===== src/rtl/graph_neighbor_aggregator_pkg.sv =====
// Shared types and helpers for the GNN neighbour-aggregation stage.
//   agg_mode_e  : aggregation mode (SUM / MAX), encoded as the 1-bit mode port
//   agg_state_e : top-level control FSM states
//   sign_ext    : sign-extend a w-bit value held in the low bits of a CALC_W word
//   saturate    : clamp a CALC_W signed value to the signed range of a w-bit word
package gnn_agg_pkg;

    typedef enum logic {
        AGG_SUM = 1'b0,
        AGG_MAX = 1'b1
    } agg_mode_e;

    typedef enum logic [1:0] {
        IDLE  = 2'd0,
        ACCUM = 2'd1,
        DONE  = 2'd2
    } agg_state_e;

    // Working width for the helpers; every datapath width must stay below it.
    localparam int unsigned CALC_W = 64;

    function automatic logic signed [CALC_W-1:0] sign_ext(
        input logic [CALC_W-1:0] v,
        input int unsigned       w
    );
        logic signed [CALC_W-1:0] t;
        t = $signed(v << (CALC_W - w));
        return t >>> (CALC_W - w);
    endfunction

    function automatic logic signed [CALC_W-1:0] saturate(
        input logic signed [CALC_W-1:0] v,
        input int unsigned              w
    );
        logic signed [CALC_W-1:0] hi;
        logic signed [CALC_W-1:0] lo;
        hi = $signed((64'd1 << (w - 1)) - 64'd1);
        lo = ~hi;
        if (v > hi) begin
            return hi;
        end else if (v < lo) begin
            return lo;
        end
        return v;
    endfunction

endpackage


===== src/rtl/graph_neighbor_aggregator_agg_lane.sv =====
// agg_lane: one (node, feature) accumulator of the neighbour aggregator.
//   clk, rst_n : clock, asynchronous active-low reset
//   init_i     : load the start value for a new bundle (0 for SUM, most negative for MAX)
//   mode_i     : aggregation mode (0=SUM, 1=MAX)
//   upd_i      : fold x_i into the accumulator this cycle
//   fin_i      : final step; register the saturated result (including this cycle's update)
//   empty_i    : row had no contributors; result forced to 0 on fin_i
//   x_i        : signed neighbour feature (IN_W)
//   agg_o      : registered, saturated aggregate (OUT_W)
module agg_lane
    import gnn_agg_pkg::*;
#(
    parameter int unsigned IN_W  = 5,
    parameter int unsigned ACC_W = 7,
    parameter int unsigned OUT_W = 7
) (
    input  logic             clk,
    input  logic             rst_n,
    input  logic             init_i,
    input  logic             mode_i,
    input  logic             upd_i,
    input  logic             fin_i,
    input  logic             empty_i,
    input  logic [IN_W-1:0]  x_i,
    output logic [OUT_W-1:0] agg_o
);

    localparam logic signed [ACC_W-1:0] ACC_MIN = {1'b1, {(ACC_W-1){1'b0}}};

    logic signed [ACC_W-1:0] acc_q, acc_d;
    logic signed [ACC_W-1:0] x_ext;
    logic        [OUT_W-1:0] out_q, out_d;

    always_comb begin
        x_ext = ACC_W'(sign_ext(CALC_W'(x_i), IN_W));
        acc_d = acc_q;
        if (init_i) begin
            acc_d = (mode_i == AGG_MAX) ? ACC_MIN : '0;
        end else if (upd_i) begin
            if (mode_i == AGG_MAX) begin
                acc_d = (x_ext > acc_q) ? x_ext : acc_q;
            end else begin
                acc_d = acc_q + x_ext;
            end
        end
    end

    // The final result is taken from acc_d so the last neighbour's update
    // lands in the same cycle the output register is loaded.
    always_comb begin
        out_d = out_q;
        if (fin_i) begin
            if (empty_i) begin
                out_d = '0;
            end else begin
                out_d = OUT_W'(saturate(sign_ext(CALC_W'(acc_d), ACC_W), OUT_W));
            end
        end
    end

    always_ff @(posedge clk or negedge rst_n) begin
        if (!rst_n) begin
            acc_q <= '0;
            out_q <= '0;
        end else begin
            acc_q <= acc_d;
            out_q <= out_d;
        end
    end

    assign agg_o = out_q;

endmodule


===== src/rtl/graph_neighbor_aggregator.sv =====
// graph_neighbor_aggregator: aggregates neighbour feature vectors under a
// runtime adjacency mask, one source node per cycle, SUM or MAX mode.
//   clk, rst_n : clock, asynchronous active-low reset
//   in_valid   : input bundle valid          in_ready  : block can accept a bundle
//   mode       : 0=SUM, 1=MAX, sampled on accept
//   adj        : bit [i*N+j]=1 -> node j contributes to node i
//   x_flat     : node j feature f at [(j*F+f)*IN_W +: IN_W]
//   out_valid  : results valid               out_ready : downstream accepts results
//   agg_flat   : saturated aggregates, same packing as x_flat (OUT_W per entry)
//   empty_row  : bit i=1 -> node i had no contributors
module graph_neighbor_aggregator
    import gnn_agg_pkg::*;
#(
    parameter int unsigned NUM_NODES = 4,
    parameter int unsigned NUM_FEAT  = 4,
    parameter int unsigned IN_W      = 5,
    parameter int unsigned OUT_W     = 7
) (
    input  logic                                clk,
    input  logic                                rst_n,
    input  logic                                in_valid,
    output logic                                in_ready,
    input  logic                                mode,
    input  logic [NUM_NODES*NUM_NODES-1:0]      adj,
    input  logic [NUM_NODES*NUM_FEAT*IN_W-1:0]  x_flat,
    output logic                                out_valid,
    input  logic                                out_ready,
    output logic [NUM_NODES*NUM_FEAT*OUT_W-1:0] agg_flat,
    output logic [NUM_NODES-1:0]                empty_row
);

    localparam int unsigned N     = NUM_NODES;
    localparam int unsigned F     = NUM_FEAT;
    localparam int unsigned ACC_W = IN_W + $clog2(N);
    localparam int unsigned CNT_W = $clog2(N);

    agg_state_e              state_q, state_d;
    logic [CNT_W-1:0]        cnt_q, cnt_d;
    logic [N*F*IN_W-1:0]     x_q, x_d;
    logic [N*N-1:0]          adj_q, adj_d;
    agg_mode_e               mode_q, mode_d;
    logic [N-1:0]            hit_q, hit_d;
    logic [N-1:0]            empty_q, empty_d;

    logic [F*IN_W-1:0]       cur_x;
    logic [N-1:0]            cur_adj;
    agg_mode_e               lane_mode;
    logic                    lane_init;
    logic                    lane_upd;
    logic                    lane_fin;

    // Features of the current source node j and the adjacency column for j.
    always_comb begin
        cur_x   = '0;
        cur_adj = '0;
        for (int unsigned j = 0; j < N; j++) begin
            if (cnt_q == CNT_W'(j)) begin
                cur_x = x_q[j*F*IN_W +: F*IN_W];
                for (int unsigned i = 0; i < N; i++) begin
                    cur_adj[i] = adj_q[i*N + j];
                end
            end
        end
    end

    always_comb begin
        state_d   = state_q;
        cnt_d     = cnt_q;
        x_d       = x_q;
        adj_d     = adj_q;
        mode_d    = mode_q;
        hit_d     = hit_q;
        empty_d   = empty_q;
        lane_mode = mode_q;
        lane_init = 1'b0;
        lane_upd  = 1'b0;
        lane_fin  = 1'b0;
        case (state_q)
            IDLE: begin
                // Lanes initialise from the incoming mode on the accept edge.
                lane_mode = agg_mode_e'(mode);
                if (in_valid) begin
                    x_d       = x_flat;
                    adj_d     = adj;
                    mode_d    = agg_mode_e'(mode);
                    hit_d     = '0;
                    cnt_d     = '0;
                    lane_init = 1'b1;
                    state_d   = ACCUM;
                end
            end
            ACCUM: begin
                lane_upd = 1'b1;
                hit_d    = hit_q | cur_adj;
                if (cnt_q == CNT_W'(N - 1)) begin
                    lane_fin = 1'b1;
                    empty_d  = ~hit_d;
                    state_d  = DONE;
                end else begin
                    cnt_d = cnt_q + 1'b1;
                end
            end
            DONE: begin
                if (out_ready) begin
                    state_d = IDLE;
                end
            end
            default: begin
                state_d = IDLE;
            end
        endcase
    end

    always_ff @(posedge clk or negedge rst_n) begin
        if (!rst_n) begin
            state_q <= IDLE;
            cnt_q   <= '0;
            x_q     <= '0;
            adj_q   <= '0;
            mode_q  <= AGG_SUM;
            hit_q   <= '0;
            empty_q <= '0;
        end else begin
            state_q <= state_d;
            cnt_q   <= cnt_d;
            x_q     <= x_d;
            adj_q   <= adj_d;
            mode_q  <= mode_d;
            hit_q   <= hit_d;
            empty_q <= empty_d;
        end
    end

    for (genvar gi = 0; gi < N; gi++) begin : g_node
        for (genvar gf = 0; gf < F; gf++) begin : g_feat
            agg_lane #(
                .IN_W  (IN_W),
                .ACC_W (ACC_W),
                .OUT_W (OUT_W)
            ) u_lane (
                .clk     (clk),
                .rst_n   (rst_n),
                .init_i  (lane_init),
                .mode_i  (lane_mode),
                .upd_i   (lane_upd & cur_adj[gi]),
                .fin_i   (lane_fin),
                .empty_i (~hit_d[gi]),
                .x_i     (cur_x[gf*IN_W +: IN_W]),
                .agg_o   (agg_flat[(gi*F+gf)*OUT_W +: OUT_W])
            );
        end
    end

    assign in_ready  = (state_q == IDLE);
    assign out_valid = (state_q == DONE);
    assign empty_row = empty_q;

endmodule


===== config.mk =====
export PLATFORM = sky130hd
export DESIGN_NAME = graph_neighbor_aggregator
export DESIGN_NICKNAME = d
export VERILOG_FILES = /design/src/rtl/graph_neighbor_aggregator_pkg.sv /design/src/rtl/graph_neighbor_aggregator_agg_lane.sv /design/src/rtl/graph_neighbor_aggregator.sv
export SDC_FILE = /design/constraint.sdc
export NUM_CORES = 1
export LEC_CHECK = 0
export ABC_AREA = 1
export BUFFER_PORTS_ARGS = -buffer_cell sky130_fd_sc_hd__buf_2
export CORE_ASPECT_RATIO = 0.7
export CORE_MARGIN = 2
export CORE_UTILIZATION = 40
export DETAILED_ROUTE_END_ITERATION = 8
export GPL_TIMING_DRIVEN = 1
export PLACE_DENSITY_LB_ADDON = 0.3
export SETUP_SLACK_MARGIN = 0.4
export SYNTH_ARGS = -nofsm -noshare
export SYNTH_HDL_FRONTEND = slang
export SYNTH_SLANG_ARGS = --single-unit

===== constraint.sdc =====
create_clock -name clk -period 5.3 [get_ports clk]
set_input_delay 0.795 -clock clk [delete_from_list [all_inputs] [get_ports clk]]
set_output_delay 0.795 -clock clk [all_outputs]
set_load 0.02 [all_outputs]

==> impl_metrics.csv, run 1 <==
group,metric,value,unit
global_routing,antenna_found_initial,1,
sta,fin_skew,22.7,ps
cts,path_clk_slew,70,ps
synthesis,ys_ff_latch,333,
global_routing,grt_max_degree,125,
cts,clock_sinks,333,
floorplan,die_y,203,um
synthesis,synthTopCellsByCount,"nand2_1, inv_1, dfrtp_1, nand3_1, ha_1",
cts,postCtsResizedCells,0,
flow_run,drv_cap,0,
synthesis,syn-num-nets,3491,
routing,viasPerCell,5.13,
worst_setup_path,reg2reg_depth,19,
outcome,run_status,"completed",
global_routing,grt_remaining_overflow,0,
sta,slew_headroom,32.9,%
cts,clkLatencyLatePin,560,ps
synthesis,async_flop_share,100,%
synthesis,avgSynthCellArea,7.18,um2
routing,routed_wl,70.5,mm
global_routing,grt_usage,24.3,%
sta,final_max_slew_viol_count,0,
synthesis,synth_area_leaders,"dfrtp_1, nand2_1, ha_1",
routing,drtAntennaViolNets,0,
routing,drtIter0Drc,2096,
floorplan,core,55700,um2
sta,rsz0062_at_grt,"no",
routing,vias,21138,
synthesis,synth_top_cell_area_share,36.7,%
floorplan,rows,72,
place,hpwl,49.6,mm
worst_setup_path,required,5760,ps
floorplan,start_util,40.7,%
floorplan,pin_count,219,
cts,cts_setup_buffers,0,
synthesis,synth_edf_count,0,
global_routing,grt_pass1_wl,112,mm
layout,multi_input_area,12300,um2
place,gp_congestion,0.920,
hold_path,hold_class,"primary input to async pin",
routing,drc_errors,0,
synthesis,yosysSeqAreaShare,36.7,%
sta,finalCritPeriodShare,81.5,%
sta,setup_viol,0,
worst_setup_path,cp-start-kind,"flop",
worst_setup_path,cp-end-kind,"flop",
cts,cts_buffers,38,
cts,hold_buffers,0,
sta,layout_min_cycle_time,4320,ps
synthesis,synth_top_area_cell,"dfrtp_1",
routing,drtPass1Iterations,6,
synthesis,yosys_warnings,0,
cts,ctsRootBufferMaster,"clkbuf_16",
layout,fillers,5623,
sta,finalHoldViolCount,0,
synthesis,ys.flop_type,"dfrtp_1",
global_routing,first_global_vias,19935,
cts,tritoncts,"built",
layout,finalNetCount,3683,
worst_setup_path,cp_max_fo,21,
cts,max-clock-path-buffers,3,
synthesis,yosys.cell_types.count,50,
worst_setup_path,crit_type,"flop to flop",
place,io_buffers,218,
layout,register_area,8330,um2
cts,htreeDepth,2,
worst_setup_path,arrival,4780,ps
sta,setup_tns,0,ps
synthesis,synth_area,22700,um2
sta,fmax,231,MHz
floorplan,die_area,58700,um2
synthesis,syn_inst,3161,
floorplan,dieWidth,289,um
synthesis,yosysMostFrequentCell,"nand2_1",
layout,area.growth.synth_to_final,13.8,%
layout,drive_gt1_share,11.5,%
routing,wl_per_cell,17.1,um
sta,worst_pin_slew,1010,ps
## through the flow
stage	util [%]	instance area [um2]	instances	hold slack (ps)	setup slack, ps
detailed placement	44.0	24500	4053	460	1080
CTS	46.4	25800	4122	306	1030
global route	46.4	25800	4122	346	470
floorplan	-	22700	3161	441	1940
finish	46.4	25800	4123	283	978
global placement	44.0	24500	4053	460	1100
## cells by family (layout without fill, tap and decap cells)
family | after synthesis | in the layout | synth area share [%]
buffers and inverters | 507 | 728 | 9.05
flip-flops | 333 | 333 | 36.7
AO/OA/AOI/OAI | 461 | 461 | 11.5
AND/OR/NAND/NOR | 1628 | 1628 | 29.4
other | 0 | 1 | 0
XOR/XNOR | 3 | 3 | 0.116
adder cells (fa/ha/maj) | 229 | 229 | 13.2
## state kept, by name, summed over array words and instances (netlist names)
| signal | cells |
|---|---|
| g_node.g_feat.u_lane.agg_o | 112 |
| x_q | 80 |
| mode_q | 1 |
| state_q | 2 |
| hit_q | 4 |
| empty_row | 4 |
| adj_q | 16 |
| g_node.g_feat.u_lane.acc_q | 112 |
| cnt_q | 2 |
## critical path, stage by stage, from the launching register on
cell     delay (ps)
dfrtp_1         400
inv_1           130
ha_1            380
inv_2           130
buf_4           220
nand3_1          90
nand2_1          50
nand2_1         270
inv_1           470
ha_1            530
inv_1            80
nor3_1          250
nand2_1         110
nand3_1          90
nand3_1         320
nand2_1         210
nand2_1          80
nand2_1          70
nand3_1         100
o21ai_0         220
## layout make-up
type / count / area share, %
clock buffer: 52 / 4.12
inverter: 407 / 5.97
clock inverter: 17 / 0.950
timing repair buffer: 252 / 5.40
antenna: 1 / 0.00969
sequential: 333 / 32.3
multi-input combinational: 2321 / 47.7
tap: 740 / 3.59
## final timing paths
kind                                                                 start                                         endpoint  slack (ps)
min in group clk                                                 out_ready                           state_q[1]$_DFFE_PN0P_         420
setup / recovery                                      cnt_q[0]$_DFFE_PN0P_  g_node[3].g_feat[2].u_lane.agg_o[0]$_DFFE_PN0P_         980
hold / removal                                                       rst_n  g_node[1].g_feat[1].u_lane.agg_o[4]$_DFFE_PN0P_         280
max in group asynchronous                                            rst_n  g_node[0].g_feat[0].u_lane.agg_o[5]$_DFFE_PN0P_        3840
setup reg to reg                                      cnt_q[0]$_DFFE_PN0P_  g_node[3].g_feat[2].u_lane.agg_o[0]$_DFFE_PN0P_         980
hold reg to reg            g_node[1].g_feat[2].u_lane.agg_o[6]$_DFFE_PN0P_  g_node[1].g_feat[2].u_lane.agg_o[6]$_DFFE_PN0P_         470
## routing by layer
| metal | wire length, um | global-route usage [%] |
|---|---|---|
| met5 | 0 | 0 |
| met2 | 29000 | 35.5 |
| met1 | 34500 | 37.0 |
| met3 | 5670 | 4.94 |
| met4 | 1290 | 4.60 |
## cell usage in the layout, fill, tap and decap left out, types with 9 or more instances in the layout
master and count:
o21ai_1 34, nor2_1 100, fa_1 16, o21ai_0 120
buf_4 31, dfrtp_1 333, inv_1 392, a21o_1 17
a21boi_0 12, nand2_1 1204, a31oi_1 18, clkbuf_16 38
buf_2 217, a21boi_1 11, nand2_2 10, ha_1 213
a21oi_1 195, a21oi_2 18, o21ai_2 9, nand4_1 52
inv_2 11, nand3_1 238
Power of run 1 is not shown: default switching activity piles up to over one toggle a cycle in this logic, so the estimate is an artifact.
==> run 2, diff against run 1 <==
clock period = 3.5 ns   (was 5.3 ns; I/O delays follow)
==> run 2 against run 1 <==
Routed wire length rose by 6.3%. First-iteration DRC count fell by 2.5%. Critical path depth rose by 5. Via count rose by 4.5%. Final cell count rose by 4.6%. Sequential share of layout area fell by 3.8 points. Register-to-register slack got worse by 750 ps. Maximum frequency rose by 32%. Non-clock buffer count rose by 191. Clock-buffer cell count fell by 2. Critical path type unchanged. Critical endpoint is now g_node[2].g_feat[0].u_lane.agg_o[2]$_DFFE_PN0P_.
==> impl_metrics.csv, run 2 (synthesized netlist as in run 1, its figures left out) <==
group,metric,value,unit
worst_setup_path,cp_top_family,"simple AND/OR/NAND/NOR gates",
sta,fmax,306,MHz
sta,fin_skew,23.7,ps
sta,final_max_slew_viol_count,0,
routing,viasPerCell,5.12,
sta,setup_viol,0,
layout,n_antenna_cell,0,
layout,area.growth.synth_to_final,29.1,%
place,hpwl,51.8,mm
place,place_inst,4172,
worst_setup_path,critical_path_buf_inv_count,6,
worst_setup_path,reg2reg_slack,230,ps
cts,clock_sinks,333,
floorplan,core,55700,um2
layout,final_common_cell,"nand2_1",
hold_path,holdPathStages,2,
worst_setup_path,slowest_stage,"dfrtp_2",
worst_setup_path,crit_path_max_incr_delay,460,ps
routing,vias,22098,
sta,finalCritPeriodShare,93.5,%
worst_setup_path,crit_start,"cnt_q[1]$_DFFE_PN0P_",
global_routing,grt_usage,25.2,%
routing,drtAntennaViolNets,0,
worst_setup_path,r2r-end,"g_node[2].g_feat[0].u_lane.agg_o[2]$_DFFE_PN0P_",
routing,drtIter0Drc,2043,
layout,instances_no_fill,4312,
cts,clkLatencyLatePin,580,ps
floorplan,die_area,58700,um2
cts,max-clock-path-buffers,3,
sta,setup_tns,0,ps
floorplan,rows,72,
hold_path,hold_class,"primary input to flop",
flow_run,drv_cap,0,
worst_setup_path,critPathCapture,"g_node[2].g_feat[0].u_lane.agg_o[2]$_DFFE_PN0P_",
worst_setup_path,cp.depth,24,
cts,path_clk_slew,60,ps
routing,drtPass1Iterations,6,
sta,slew_headroom,29.4,%
place,io_buffers,218,
floorplan,pin_count,219,
worst_setup_path,r2r-start,"cnt_q[1]$_DFFE_PN0P_",
layout,fillers,5280,
sta,finalHoldViolCount,0,
sta,layout_min_cycle_time,3270,ps
layout,finalNetCount,3875,
worst_setup_path,required,3950,ps
global_routing,grt_remaining_overflow,0,
worst_setup_path,arrival,3720,ps
global_routing,antenna_found_initial,0,
worst_setup_path,cp_max_fo,6,
worst_setup_path,cp-start-kind,"flop",
floorplan,die_y,203,um
global_routing,grt_pass1_wl,116,mm
place,gp_congestion,0.940,
worst_setup_path,crit_chain,"inv_4 -> ha_4 -> buf_4 -> buf_8 -> nand2_2 -> nand3_2 -> nand2_2 -> nand2_4 -> clkinvlp_4 -> clkbuf_16 -> ha_4 -> nand2_2 -> nand2_2 -> a21oi_4 -> nand2_2 -> nand2_2 -> nand3_4 -> buf_4 -> o21ai_0 -> nand2_1 -> nand2_1 -> a21oi_2 -> nand2_1 -> nand2_1",
worst_setup_path,crit_type,"flop to flop",
worst_setup_path,reg2reg_depth,24,
global_routing,grt_max_degree,105,
floorplan,start_util,40.7,%
layout,drive_gt1_share,24.0,%
outcome,run_status,"completed",
sta,rsz0062_at_grt,"yes",
sta,worst_pin_slew,1060,ps
cts,ctsRootBufferMaster,"clkbuf_16",
routing,wl_per_cell,17.4,um
global_routing,first_global_vias,20771,
cts,cts_buffers,38,
routing,routed_wl,75.0,mm
floorplan,dieWidth,289,um
worst_setup_path,cp-end-kind,"flop",
worst_setup_path,crit_top_cell,"nand2_2",
routing,drc_errors,0,
cts,tritoncts,"built",
cts,htreeDepth,2,
layout,layout_common_cells,"nand2_1, inv_1, dfrtp_1",
[run 2: cell types whose count changed in the layout (fill, tap and decap cells not counted), moves of 31 or more]
cell / before / now
nand3_1: 238 / 200
nand2_2: 10 / 71
a21oi_1: 195 / 161
ha_1: 213 / 153
buf_4: 31 / 178
nand2_1: 1204 / 1133
ha_4: 0 / 56
nand3_2: 4 / 35
[run 2: stage by stage]
stage | hold WS, ps | worst slack (ps) | area (um2) | utilization [%]
2_1_floorplan | 229 | 294 | 22900 | -
3_3_place_gp | 458 | 0.263 | 25700 | 46.2
3_5_place_dp | 459 | -84.7 | 25700 | 46.2
4_1_cts | 114 | 304 | 28300 | 50.8
5_1_grt | 131 | 41.2 | 29300 | 52.6
6_report | 138 | 228 | 29300 | 52.6
[run 2: area by class of cell]
type | count | area, um2 | area share (%)
Clock buffer | 50 | 1140 | 3.89
Timing Repair Buffer | 443 | 3210 | 10.9
Clock inverter | 17 | 219 | 0.747
Multi-Input combinational cell | 2322 | 13900 | 47.4
Inverter | 407 | 1580 | 5.39
Sequential cell | 333 | 8330 | 28.4
Tap cell | 740 | 926 | 3.16
[run 2: layer usage]
| layer | GRT usage [%] | wire length, um | vias up |
|---|---|---|---|
| met5 | 0 | 0 | - |
| met4 | 6.13 | 1840 | 0 |
| met3 | 4.06 | 5580 | 111 |
| met1 | 37.9 | 35800 | 10406 |
| met2 | 37.5 | 31700 | 723 |
| li1 | - | - | 10858 |
[run 2: worst register-to-register path, stage by stage, from the launching register on]
cell	delay (ps)
dfrtp_2	460
inv_4	110
ha_4	180
buf_4	130
buf_8	110
nand2_2	60
nand3_2	70
nand2_2	60
nand2_4	90
clkinvlp_4	200
clkbuf_16	250
ha_4	250
nand2_2	60
nand2_2	70
a21oi_4	200
nand2_2	70
nand2_2	90
nand3_4	100
buf_4	150
o21ai_0	140
nand2_1	80
nand2_1	90
a21oi_2	50
nand2_1	60
nand2_1	60
[run 2: worst min-delay path by stage]
| stage | from | endpoint |
|---|---|---|
| final | out_ready | state_q[1]$_DFFE_PN0P_ |
| after global routing | out_ready | state_q[1]$_DFFE_PN0P_ |
| after CTS | out_ready | state_q[1]$_DFFE_PN0P_ |
| after detailed placement | adj_q[7]$_DFFE_PN0P_ | adj_q[7]$_DFFE_PN0P_ |
| after global placement | g_node[3].g_feat[2].u_lane.agg_o[6]$_DFFE_PN0P_ | g_node[3].g_feat[2].u_lane.agg_o[6]$_DFFE_PN0P_ |
| after floorplan | rst_n | adj_q[0]$_DFFE_PN0P_ |
[run 2: what timing repair did]
| item | CTS | global route |
|---|---|---|
| endpoints found under the setup margin | 223 | 224 |
| pin swaps | 43 | 72 |
| gates resized for setup | 182 | 165 |
| cloned | 1 | 3 |
| hold buffers | 1 | 0 |
| endpoints found under the hold margin | 61 | 0 |
| setup buffers | 28 | 40 |
Power of run 2 is left out for the same reason.
